[config.mk]
export PLATFORM = sky130hd
export DESIGN_NAME = deposit_track_flat
export DESIGN_NICKNAME = d
export VERILOG_FILES = /design/src/rtl/deposit_track_if.sv /design/src/rtl/deposit_track.sv /design/src/flat_wrapper.sv
export SDC_FILE = /design/constraint.sdc
export NUM_CORES = 1
export LEC_CHECK = 0
export BUFFER_PORTS_ARGS = -buffer_cell sky130_fd_sc_hd__buf_2
export CORE_MARGIN = 2
export CORE_UTILIZATION = 44
export CTS_CLUSTER_SIZE = 30
export DETAILED_ROUTE_END_ITERATION = 8
export SYNTH_ARGS = -nofsm -noshare
export SYNTH_HDL_FRONTEND = slang
export SYNTH_SLANG_ARGS = --single-unit
export TNS_END_PERCENT = 1
[constraint.sdc]
create_clock -name clk -period 3.15 [get_ports clk]
set_clock_uncertainty 0.1 [all_clocks]
set_input_delay 0 -clock clk [delete_from_list [all_inputs] [get_ports clk]]
set_output_delay 0 -clock clk [all_outputs]
set_load 0.005 [all_outputs]
[src/rtl/deposit_track_if.sv]
// deposit_track bus: strobes and data in,
// register/net view and snapshot log out.
interface deposit_track_if #(
  parameter int W      = 8,
  parameter int LOG_AW = 4
);
  logic              wr_valid;
  logic [W-1:0]      wr_data;
  logic              dep_valid;
  logic [W-1:0]      dep_data;
  logic              frc_valid;
  logic [W-1:0]      frc_data;
  logic              rel_valid;
  logic [W-1:0]      q;
  logic [W-1:0]      y;
  logic              forced;
  logic              log_valid;
  logic              log_ready;
  logic [W-1:0]      log_q;
  logic [W-1:0]      log_y;
  logic              log_forced;
  logic [LOG_AW:0]   log_count;
  logic              log_overflow;

  modport master (
    output wr_valid, wr_data,
    output dep_valid, dep_data,
    output frc_valid, frc_data,
    output rel_valid, log_ready,
    input  q, y, forced,
    input  log_valid, log_q, log_y,
    input  log_forced, log_count,
    input  log_overflow
  );

  modport slave (
    input  wr_valid, wr_data,
    input  dep_valid, dep_data,
    input  frc_valid, frc_data,
    input  rel_valid, log_ready,
    output q, y, forced,
    output log_valid, log_q, log_y,
    output log_forced, log_count,
    output log_overflow
  );
endinterface

[src/rtl/deposit_track.sv]
// Register + forceable net with deposit/force/release
// semantics and a FIFO log of per-event snapshots.
module deposit_track #(
  parameter int W      = 8,
  parameter int LOG_AW = 4
) (
  input logic             clk,
  input logic             rst_n,
  deposit_track_if.slave  bus
);

  localparam int DEPTH = 1 << LOG_AW;

  typedef struct packed {
    logic [W-1:0] q;
    logic [W-1:0] y;
    logic         f;
  } snap_t;

  typedef enum logic {
    FREE   = 1'b0,
    FORCED = 1'b1
  } st_t;

  st_t             state, state_nx;
  logic [W-1:0]    q_r;
  logic [W-1:0]    frc_val;
  logic            forced_c;
  logic [W-1:0]    y_c;
  logic            ev;
  logic            ev_d;

  snap_t           mem [DEPTH];
  logic [LOG_AW-1:0] wr_ptr;
  logic [LOG_AW-1:0] rd_ptr;
  logic [LOG_AW:0]   cnt;
  logic [LOG_AW:0]   cnt_nx;
  logic            ovf;
  logic            full;
  logic            empty;
  logic            pop;
  logic            push_ok;
  snap_t           head;

  assign ev = bus.wr_valid | bus.dep_valid |
              bus.frc_valid | bus.rel_valid;

  always_ff @(posedge clk or negedge rst_n) begin
    if (!rst_n) begin
      q_r <= '0;
    end else if (bus.wr_valid) begin
      q_r <= bus.wr_data;
    end else if (bus.dep_valid) begin
      q_r <= bus.dep_data;
    end
  end

  always_ff @(posedge clk or negedge rst_n) begin
    if (!rst_n) begin
      frc_val <= '0;
    end else if (bus.frc_valid) begin
      frc_val <= bus.frc_data;
    end
  end

  always_ff @(posedge clk or negedge rst_n) begin
    if (!rst_n) state <= FREE;
    else        state <= state_nx;
  end

  always_comb begin
    state_nx = state;
    unique case (state)
      FREE:   if (bus.frc_valid) state_nx = FORCED;
      FORCED: if (bus.frc_valid) state_nx = FORCED;
              else if (bus.rel_valid) state_nx = FREE;
      default: state_nx = FREE;
    endcase
  end

  always_comb begin
    forced_c = (state == FORCED);
    y_c      = forced_c ? frc_val : q_r;
  end

  // Snapshot one edge late so it captures post-event state.
  always_ff @(posedge clk or negedge rst_n) begin
    if (!rst_n) ev_d <= 1'b0;
    else        ev_d <= ev;
  end

  assign full    = (cnt == (LOG_AW+1)'(DEPTH));
  assign empty   = (cnt == '0);
  assign pop     = !empty && bus.log_ready;
  assign push_ok = ev_d && (!full || pop);

  always_comb begin
    cnt_nx = cnt;
    unique case ({push_ok, pop})
      2'b10:   cnt_nx = cnt + 1'b1;
      2'b01:   cnt_nx = cnt - 1'b1;
      default: cnt_nx = cnt;
    endcase
  end

  always_ff @(posedge clk) begin
    if (push_ok) mem[wr_ptr] <= '{q: q_r, y: y_c, f: forced_c};
  end

  always_ff @(posedge clk or negedge rst_n) begin
    if (!rst_n) begin
      wr_ptr <= '0;
      rd_ptr <= '0;
      cnt    <= '0;
      ovf    <= 1'b0;
    end else begin
      if (push_ok) wr_ptr <= wr_ptr + 1'b1;
      if (pop)     rd_ptr <= rd_ptr + 1'b1;
      cnt <= cnt_nx;
      if (ev_d && full && !pop) ovf <= 1'b1;
    end
  end

  // Storage is not reset; gate the head so it reads 0 when empty.
  assign head = empty ? '0 : mem[rd_ptr];

  assign bus.q            = q_r;
  assign bus.y            = y_c;
  assign bus.forced       = forced_c;
  assign bus.log_valid    = !empty;
  assign bus.log_q        = head.q;
  assign bus.log_y        = head.y;
  assign bus.log_forced   = head.f;
  assign bus.log_count    = cnt;
  assign bus.log_overflow = ovf;

endmodule

[src/flat_wrapper.sv]
// flat-port wrapper written by rule: the top's interface ports become plain ports
module deposit_track_flat 
#(
  parameter int W      = 8,
  parameter int LOG_AW = 4
)
  (clk, rst_n, bus_wr_valid, bus_wr_data, bus_dep_valid, bus_dep_data, bus_frc_valid, bus_frc_data, bus_rel_valid, bus_log_ready, bus_q, bus_y, bus_forced, bus_log_valid, bus_log_q, bus_log_y, bus_log_forced, bus_log_count, bus_log_overflow);
  deposit_track_if #(.W(W), .LOG_AW(LOG_AW)) bus_i ();
  input logic clk;
  input logic rst_n;
  input wire logic [$bits(bus_i.wr_valid)-1:0] bus_wr_valid;
  input wire logic [$bits(bus_i.wr_data)-1:0] bus_wr_data;
  input wire logic [$bits(bus_i.dep_valid)-1:0] bus_dep_valid;
  input wire logic [$bits(bus_i.dep_data)-1:0] bus_dep_data;
  input wire logic [$bits(bus_i.frc_valid)-1:0] bus_frc_valid;
  input wire logic [$bits(bus_i.frc_data)-1:0] bus_frc_data;
  input wire logic [$bits(bus_i.rel_valid)-1:0] bus_rel_valid;
  input wire logic [$bits(bus_i.log_ready)-1:0] bus_log_ready;
  output wire logic [$bits(bus_i.q)-1:0] bus_q;
  output wire logic [$bits(bus_i.y)-1:0] bus_y;
  output wire logic [$bits(bus_i.forced)-1:0] bus_forced;
  output wire logic [$bits(bus_i.log_valid)-1:0] bus_log_valid;
  output wire logic [$bits(bus_i.log_q)-1:0] bus_log_q;
  output wire logic [$bits(bus_i.log_y)-1:0] bus_log_y;
  output wire logic [$bits(bus_i.log_forced)-1:0] bus_log_forced;
  output wire logic [$bits(bus_i.log_count)-1:0] bus_log_count;
  output wire logic [$bits(bus_i.log_overflow)-1:0] bus_log_overflow;
  assign bus_i.wr_valid = bus_wr_valid;
  assign bus_i.wr_data = bus_wr_data;
  assign bus_i.dep_valid = bus_dep_valid;
  assign bus_i.dep_data = bus_dep_data;
  assign bus_i.frc_valid = bus_frc_valid;
  assign bus_i.frc_data = bus_frc_data;
  assign bus_i.rel_valid = bus_rel_valid;
  assign bus_i.log_ready = bus_log_ready;
  assign bus_q = bus_i.q;
  assign bus_y = bus_i.y;
  assign bus_forced = bus_i.forced;
  assign bus_log_valid = bus_i.log_valid;
  assign bus_log_q = bus_i.log_q;
  assign bus_log_y = bus_i.log_y;
  assign bus_log_forced = bus_i.log_forced;
  assign bus_log_count = bus_i.log_count;
  assign bus_log_overflow = bus_i.log_overflow;
  deposit_track #(.W(W), .LOG_AW(LOG_AW)) u_core (.clk(clk), .rst_n(rst_n), .bus(bus_i));
endmodule
## Yosys cells after proc, flatten, opt, wreduce, memory -nomap -nowiden

Memories as Yosys holds them, arrays and structs flattened.
Index checks and enable logic that the tools add are counted.

| cells by class | value |
|---|---|
| add/sub/neg operators | 4 |
| multipliers | 0 |
| divide/modulo/power cells | 0 |
| order comparisons | 0 |
| equality and inequality tests | 3 |
| shift-type cells | 0 |
| muxes and demuxes | 11 |
| bitwise operators | 4 |
| reductions and logical operators | 11 |

Operators with widths:

| cell | count |
|---|---|
| 2-to-1 mux 8 bit | 3 |
| 2-to-1 mux 17 bit | 1 |
| one-hot mux 5 bit (2 select lines) | 1 |
| adder 4 x 1 -> 4 bit (second input constant) | 2 |
| adder 5 x 1 -> 5 bit (second input constant) | 1 |
| equality test 5 bit (second input constant) | 1 |
| logical NOT 5 bit | 1 |
| 2-to-1 mux 1 bit | 5 |
| subtractor 5 x 1 -> 5 bit (second input constant) | 1 |
| logical AND 1 bit | 4 |
| nonzero test 2 bit | 2 |
| logical NOT 1 bit | 3 |
| bitwise OR 1 bit | 3 |
| equality test 2 x 1 -> 1 bit (second input constant) | 1 |
| equality test 2 bit (second input constant) | 1 |
| one-hot mux 1 bit (2 select lines) | 1 |
| logical OR 1 bit | 1 |
| inverter 1 bit | 1 |

| word-level totals | value |
|---|---|
| register bits after elaboration | 32 |
| latch bits | 0 |
| bits in writable memories | 272 |
| bits in read-only memories | 0 |
| input bits | 31 |
| output and inout bits | 41 |
| memories | 1 |

Memories:

| memory | words | bits a word | read ports | clocked after memory_dff | wr ports | line | RTL |
|---|---|---|---|---|---|---|---|
| u_core.mem | 16 | 17 | 1 | 0 | 1 | deposit_track.sv:33 | `snap_t mem [DEPTH];` |

## Logic depth before layout (Yosys ltp)

Gate-level depths: netlist of run 1.

| logic depth | value |
|---|---|
| word-level depth | 7 |
| mapped depth | 13 |

## Worst setup path before layout of run 1

No wires, ideal clock.

| path | value |
|---|---|
| kind | register -> register |
| start | register u_core.cnt[1], in the netlist u_core.bus.log_count[1] |
| end | memory u_core.mem[3][0] in the netlist's numbering, enable pin |
| arrival | 2.352 ns |
| required time | 2.638 ns |
| path slack | 0.285 ns |
| stages on the path, launching flop included | 6 |
| period minus slack after synthesis | 2.865 ns |
| cells stage by stage | dfrtp_1 buf_2 nor4_2 a31oi_2 nand2_1 nor3_1 |

| on the way | value |
|---|---|
| cells in the longest elaborated chain, start to end | 7 |
| elaborated cells between the ends (all ways) | 9 |
| classes of those cells | eq/ne (1); mux (2); reduce/logical (6) |

Ends and longest elaborated chain:

| item | line | RTL |
|---|---|---|
| from (decl) | deposit_track.sv:36 | `logic [LOG_AW:0] cnt;` |
| from (signal assigned) | deposit_track.sv:119 | `cnt <= cnt_nx;` |
| logical NOT 5 bit | deposit_track.sv:93 | `assign empty = (cnt == '0);` |
| logical NOT 1 bit | deposit_track.sv:94 | `assign pop = !empty && bus.log_ready;` |
| logical AND 1 bit | deposit_track.sv:94 |  |
| logical OR 1 bit (*) | deposit_track.sv:95 | `assign push_ok = ev_d && (!full \|\| pop);` |
| logical AND 1 bit (*) | deposit_track.sv:95 |  |
| 2-to-1 mux 1 bit (*) | deposit_track.sv:107 | `if (push_ok) mem[wr_ptr] <= '{q: q_r, y: y_c, f: forced_c};` |
| 2-to-1 mux 1 bit (implied by the code) (*) | deposit_track.sv:107 |  |
| to (decl) | deposit_track.sv:33 |  |

Every way passes the cells marked *; elsewhere a longest branch is shown, timed or not.

## Worst setup path after layout of run 1

| path | value |
|---|---|
| start | register u_core.cnt[2], in the netlist u_core.bus.log_count[2] |
| end | register u_core.cnt[4], in the netlist u_core.bus.log_count[4] |

| on the way | value |
|---|---|
| cells in the longest elaborated chain, start to end | 7 |
| elaborated cells between the ends (all ways) | 13 |
| classes of those cells | add/sub (2); eq/ne (3); mux (1); reduce/logical (7) |

Ends and longest elaborated chain:

| item | line | RTL |
|---|---|---|
| logical NOT 5 bit | deposit_track.sv:93 |  |
| logical NOT 1 bit | deposit_track.sv:94 |  |
| logical AND 1 bit | deposit_track.sv:94 |  |
| logical OR 1 bit | deposit_track.sv:95 |  |
| logical AND 1 bit | deposit_track.sv:95 |  |
| equality test 2 x 1 -> 1 bit / equality test 2 bit (equally long branches) | deposit_track.sv:99 | `unique case ({push_ok, pop})` |
| one-hot mux 5 bit (2 select lines) / nonzero test 2 bit (equally long branches) | n/a |  |

Parallel ways exist; a longest one is shown, timed or not.
A chain may end at the register's enable or synchronous reset.

==> results of run 1 <==
[registers in the layout, summed over array words and instances (netlist names)]
| register | cells |
|---|---|
| u_core.mem | 272 |
| u_core.bus.q | 8 |
| u_core.bus.forced | 1 |
| u_core.bus.log_count | 5 |
| u_core.ev_d | 1 |
| u_core.rd_ptr | 4 |
| u_core.wr_ptr | 4 |
| u_core.bus.log_overflow | 1 |
| u_core.frc_val | 8 |
[cells in the mapped netlist (4+ instances only)]
cell type / count
buf_4: 4
inv_1: 7
mux4_2: 64
nor3_1: 5
nor2_1: 14
nand2_1: 16
mux2i_1: 25
mux4_1: 4
edfxtp_1: 272
buf_2: 19
a21oi_1: 22
xnor2_1: 8
ha_1: 8
clkbuf_1: 8
mux2_2: 35
dfrtp_1: 32
o21ai_0: 24
xor2_1: 4
nand2b_1: 4
[final cells by class]
class                           instances  area share [%]
Clock buffer                           37            5.53
Clock inverter                         15           0.814
Inverter                                7           0.182
Multi-Input combinational cell        250            20.6
Timing Repair Buffer                  145            7.80
Tap cell                              341            2.95
Sequential cell                       304            62.2
[stage by stage]
step,util (%),std cells
after detailed placement,48.4,1000
after floorplan,-,596
after global placement,48.4,1000
after global routing,53.6,1099
after CTS,53.6,1099
final,53.6,1099
[how the worst min path moves through the flow]
stage / from / end / slack, ps / cells past startpoint
after floorplan: rst_n / u_core.bus.forced$_DFF_PN0_ / -400 / 0
after global placement: rst_n / u_core.bus.q[0]$_DFFE_PN0P_ / -20 / 1
after detailed placement: rst_n / u_core.bus.q[7]$_DFFE_PN0P_ / 3 / 1
after CTS: bus_dep_data[2] / u_core.bus.q[2]$_DFFE_PN0P_ / 170 / 4
after global routing: bus_dep_data[2] / u_core.bus.q[2]$_DFFE_PN0P_ / 200 / 4
final: bus_dep_data[2] / u_core.bus.q[2]$_DFFE_PN0P_ / 180 / 4
[power by group]
part	total [mW]	leakage [nW]	switching, mW	internal [mW]
clock	3.33	0.454	1.39	1.94
combinational	3.93	1.70	1.99	1.94
sequential	5.78	2.85	0.520	5.26
[kinds of logic after synthesis]
group	synth area share [%]
flops	74.1
fa+ha+maj	0.827
simple gates	1.86
buf+inv	1.82
xor+xnor	0.868
compound gates	2.41
mux	18.1
[layer usage]
layer | share of wire (%) | vias up
met2 | 51 | 142
met4 | 1.4 | 0
met3 | 4.1 | 27
met1 | 44 | 3251
met5 | 0 | -
li1 | - | 2701
[worst register-to-register path, stage by stage, from the launching register on]
cell	delay [ps]
dfrtp_1	490
nor4_4	390
a31oi_2	240
inv_1	150
ha_1	320
xor2_1	200
ha_1	230
a21oi_1	90
nor4b_1	280
a21oi_1	90
xnor2_1	130
[timing repair]
| item | 4_1_cts | 5_1_grt |
|---|---|---|
| setup endpoints to repair | 0 | 1 |
| gates resized for setup | 0 | 1 |
| endpoints found under the hold margin | 58 | 0 |
| hold buffers | 47 | 0 |
==> results.cfg, run 1 <==
[finish]
multi_input_area_um2 = 2970
fill_cells = 2071
area_delta_synth_final_pct = 19.3
final_common_cell = edfxtp_1
final_area_um2 = 14400
drive_above_1_share_pct = 34.3
regArea_um2 = 8980
diodes = 0
final_cell_mix = edfxtp_1, buf_2, mux4_2
fin_nets = 777

[setup_path]
critPathLaunchType = flip-flop
crit_slowest_cell = dfrtp_1
endpoint = u_core.bus.log_count[4]$_DFFE_PN0P_
reg2regPathDepth = 10
crit_type = flip-flop to flip-flop
crit_buf_inv = 1
endpoint_kind = flip-flop
reg2reg_from = u_core.bus.log_count[2]$_DFFE_PN0P_
cp.arrival_ps = 3140
critPathMaxStageDelay_ps = 490
r2r-end = u_core.bus.log_count[4]$_DFFE_PN0P_
crit_cells = 10
cpLargestDelayFamily = simple AND/OR/NAND/NOR gates
reg2reg_slack_ps = 330
critPathMaxFanout = 9
crit_required_ps = 3470
crit_path_start = u_core.bus.log_count[2]$_DFFE_PN0P_
path_cells = nor4_4 > a31oi_2 > inv_1 > ha_1 > xor2_1 > ha_1 > a21oi_1 > nor4b_1 > a21oi_1 > xnor2_1

[placement]
place_congestion = 0.808
post-place-ws_ps = 300
portBuffers = 71
dpl_cell_area_um2 = 13000
dpl.hpwl_um = 15400

[global_route]
grt-busiest-layer = met2
grt_use_met1_pct = 25.6
grt_use_met3_pct = 2.51
use_met2_pct = 32.1
grt_usage_pct = 18.6
grt_overflow_total = 0
grt_pass1_wl_um = 39700
grt_pass1_vias = 6629
antenna_found_initial = 0
grt_max_degree = 56

[flow_run]
maxCapViolCount = 0

[clock_network]
htreeDepth = 1
numCtsBuffers = 30
worstSkewPairLatency_ps = 540
clk_path_buf_depth = 3
cts.sinks = 304
clk_pin_slew_ps = 60
cts-root-buf = clkbuf_16
cts_tree = done
post_cts_buffers = 0

[die]
die_area_um2 = 28800
die_y_um = 170
initial_core_util_pct = 44.9
num_io_pins = 72
core-area_um2 = 27000
rows = 60
dieWidth_um = 170

[synth]
synth_area_leaders = edfxtp_1, mux4_2, dfrtp_1
ys_seq_area_share_pct = 74.1
synthCells = 596
synth_top_area_share_pct = 67.5
synth_edf_count = 272
synth-seq-cells = 304
syn-num-nets = 635
synthArstFlopShare_pct = 10.5
syn-cell-area_um2 = 12100
synth.avg_cell_area_um2 = 20.3
yosys_warnings = 0
yosys.area.top_type = edfxtp_1
synth_cell_types = 35
synth_flop_cell = edfxtp_1

[pwr]
leakage_nw = 5.00
total_power_mw = 13.0
peakVddDrop_v = 0.000503
cellPowerDensity_nw_per_um2 = 903

[sta]
setup_viol = 0
fin_tns_setup_ps = 0
finalCritPeriodShare_pct = 89.5
rsz0062_at_grt = no
fin_hold_ws_ps = 179
worst_pin_slew_ps = 744
maxSlewHeadroom_pct = 50.4
hold_viol = 0
slew_viol_final = 0
fmax_mhz = 355
min_period_ps = 2820
setup_ws_ps = 331

[min_path]
hold_path_class = primary input to flip-flop

[route]
drt-pass1-iter-count = 5
wirelength_um = 25900
vias = 6121
drtIter0Drc = 351
drc = 0
vias_per_cell = 5.57
wl_per_cell_um = 23.6
ant_nets = 0

[outcome]
status = complete, no violations
Note: power is estimated with default switching activity, not from simulation.
==> run 2: changes to the inputs <==
--- a/config.mk
+++ b/config.mk
@@ -7,9 +7,11 @@
 export LEC_CHECK = 0
 export BUFFER_PORTS_ARGS = -buffer_cell sky130_fd_sc_hd__buf_2
 export CORE_MARGIN = 2
-export CORE_UTILIZATION = 44
-export CTS_CLUSTER_SIZE = 30
+export CORE_UTILIZATION = 55
+export CTS_CLUSTER_SIZE = 8
 export DETAILED_ROUTE_END_ITERATION = 8
+export PLACE_DENSITY = 0.73
+export SKIP_LAST_GASP = 1
 export SYNTH_ARGS = -nofsm -noshare
 export SYNTH_HDL_FRONTEND = slang
 export SYNTH_SLANG_ARGS = --single-unit
==> run 2 against run 1 <==
  * Combinational power rose by 2%
  * Clock power rose by 23%
  * Largest power group unchanged
  * Highest routed layer unchanged
  * Critical path depth did not move
  * Via count rose by 4.1%
  * Final cell count fell by 4.5%
  * Global-route usage rose by 5.3 points
  * Sequential cell count did not move
  * First-iteration DRC count rose by 84%
==> results.cfg, run 2 (synthesized netlist as in run 1, its figures left out) <==
[finish]
area_delta_synth_final_pct = 21.0
final_common_cell = edfxtp_1
fin_nets = 790
largest_reg_flops = 272
final_cell_mix = edfxtp_1, buf_2, mux4_2
diodes = 0
drive_above_1_share_pct = 34.5
top_register = u_core.mem

[flow_run]
maxCapViolCount = 0

[global_route]
grt_max_degree = 65
use_met2_pct = 40.5
grt_overflow_total = 0
grt_pass1_wl_um = 41500
grt_pass1_vias = 7013
antenna_found_initial = 0
grt_use_met1_pct = 31.5
grt-busiest-layer = met2
grt_use_met3_pct = 4.41
grt_usage_pct = 23.9

[setup_path]
crit_path_start = u_core.bus.log_count[2]$_DFFE_PN0P_
crit_type = flip-flop to flip-flop
reg2reg_from = u_core.bus.log_count[2]$_DFFE_PN0P_
reg2regPathDepth = 10
critPathMaxFanout = 9
r2r-end = u_core.bus.log_count[4]$_DFFE_PN0P_
endpoint_kind = flip-flop
endpoint = u_core.bus.log_count[4]$_DFFE_PN0P_
reg2reg_slack_ps = 200
critPathLaunchType = flip-flop
cp.arrival_ps = 3240
crit_required_ps = 3440

[die]
rows = 54
die_y_um = 152
num_io_pins = 72
core-area_um2 = 21700
dieWidth_um = 152
initial_core_util_pct = 55.8
die_area_um2 = 23200

[sta]
rsz0062_at_grt = no
fin_tns_setup_ps = 0
maxSlewHeadroom_pct = 35.7
setup_viol = 0
worst_pin_slew_ps = 964
slew_viol_final = 0
min_period_ps = 2950
finalCritPeriodShare_pct = 93.8
fmax_mhz = 339
setup_ws_ps = 196
hold_viol = 0

[route]
wirelength_um = 26900
vias_per_cell = 6.07
ant_nets = 0
drtIter0Drc = 646
wl_per_cell_um = 25.7
vias = 6372
drt-pass1-iter-count = 5
drc = 0

[clock_network]
clk_path_buf_depth = 3
cts_tree = done
clk_pin_slew_ps = 50
numCtsBuffers = 43
htreeDepth = 2
cts.sinks = 304
worstSkewPairLatency_ps = 510
cts-root-buf = clkbuf_16

[pwr]
peakVddDrop_v = 0.000514
total_power_mw = 13.9
cellPowerDensity_nw_per_um2 = 947
leakage_nw = 5.12

[min_path]
hold_path_class = primary input to flip-flop

[placement]
place_congestion = 0.781
portBuffers = 71
post-place-ws_ps = 284
dpl.hpwl_um = 14900

[outcome]
status = complete, no violations
run 2: critical path: stages, from the launching register on:
cell     delay, ps
dfrtp_1        500
nor4_4         420
a31oi_2        260
inv_1          150
ha_1           340
xor2_1         190
ha_1           220
a21oi_1         80
nor4b_1        290
a21oi_1        110
xnor2_1        160
run 2: cell type report:
type | instances | area (µm²)
Clock buffer | 63 | 1190
Fill cell | 1360 | 7050
Inverter | 7 | 26.3
Multi-Input combinational cell | 250 | 2970
Sequential cell | 304 | 8970
Tap cell | 280 | 350
Timing Repair Buffer | 145 | 1130
run 2: power breakdown:
part,internal [mW],total [mW],leakage (nW),switching [mW]
registers,5.27,5.78,2.85,0.504
logic,1.95,4.00,1.70,2.05
clock network,2.57,4.09,0.576,1.52
total,9.79,13.9,5.12,4.08
run 2: what timing repair did:
item / CTS / global route
buffers inserted: 0 / 0
hold buffers: 47 / 0
hold endpoints to repair: 56 / 0
setup endpoints to repair: 0 / 2
resized for setup: 0 / 1
run 2: worst min-delay path by stage:
stage,start,endpoint,slack [ps],cells past startpoint
after global placement,rst_n,u_core.bus.log_overflow$_DFFE_PN0P_,-20,1
after floorplan,rst_n,u_core.bus.forced$_DFF_PN0_,-400,0
after detailed placement,rst_n,u_core.bus.log_count[3]$_DFFE_PN0P_,-10,1
final,bus_dep_data[5],u_core.bus.q[5]$_DFFE_PN0P_,220,4
after global routing,bus_dep_data[5],u_core.bus.q[5]$_DFFE_PN0P_,230,4
after CTS,bus_dep_data[1],u_core.bus.q[1]$_DFFE_PN0P_,190,4
run 2: per-layer routing:
layer / routed length, µm / vias up / part of all wire (%)
li1: - / 2709 / -
met1: 10700 / 3328 / 40
met2: 13900 / 274 / 52
met3: 1610 / 61 / 6.0
met4: 669 / 0 / 2.5
met5: 0 / - / 0
run 2: per-stage QoR:
| stage | utilization (%) | hold WS, ps | std cells | cell area [µm²] |
|---|---|---|---|---|
| after CTS | 67.5 | 191 | 1049 | 14600 |
| final | 67.5 | 224 | 1049 | 14600 |
| after detailed placement | 59.7 | -12.1 | 939 | 13000 |
| after floorplan | - | -396 | 596 | 12100 |
| after global placement | 59.7 | -21.7 | 939 | 13000 |
| after global routing | 67.5 | 226 | 1049 | 14600 |
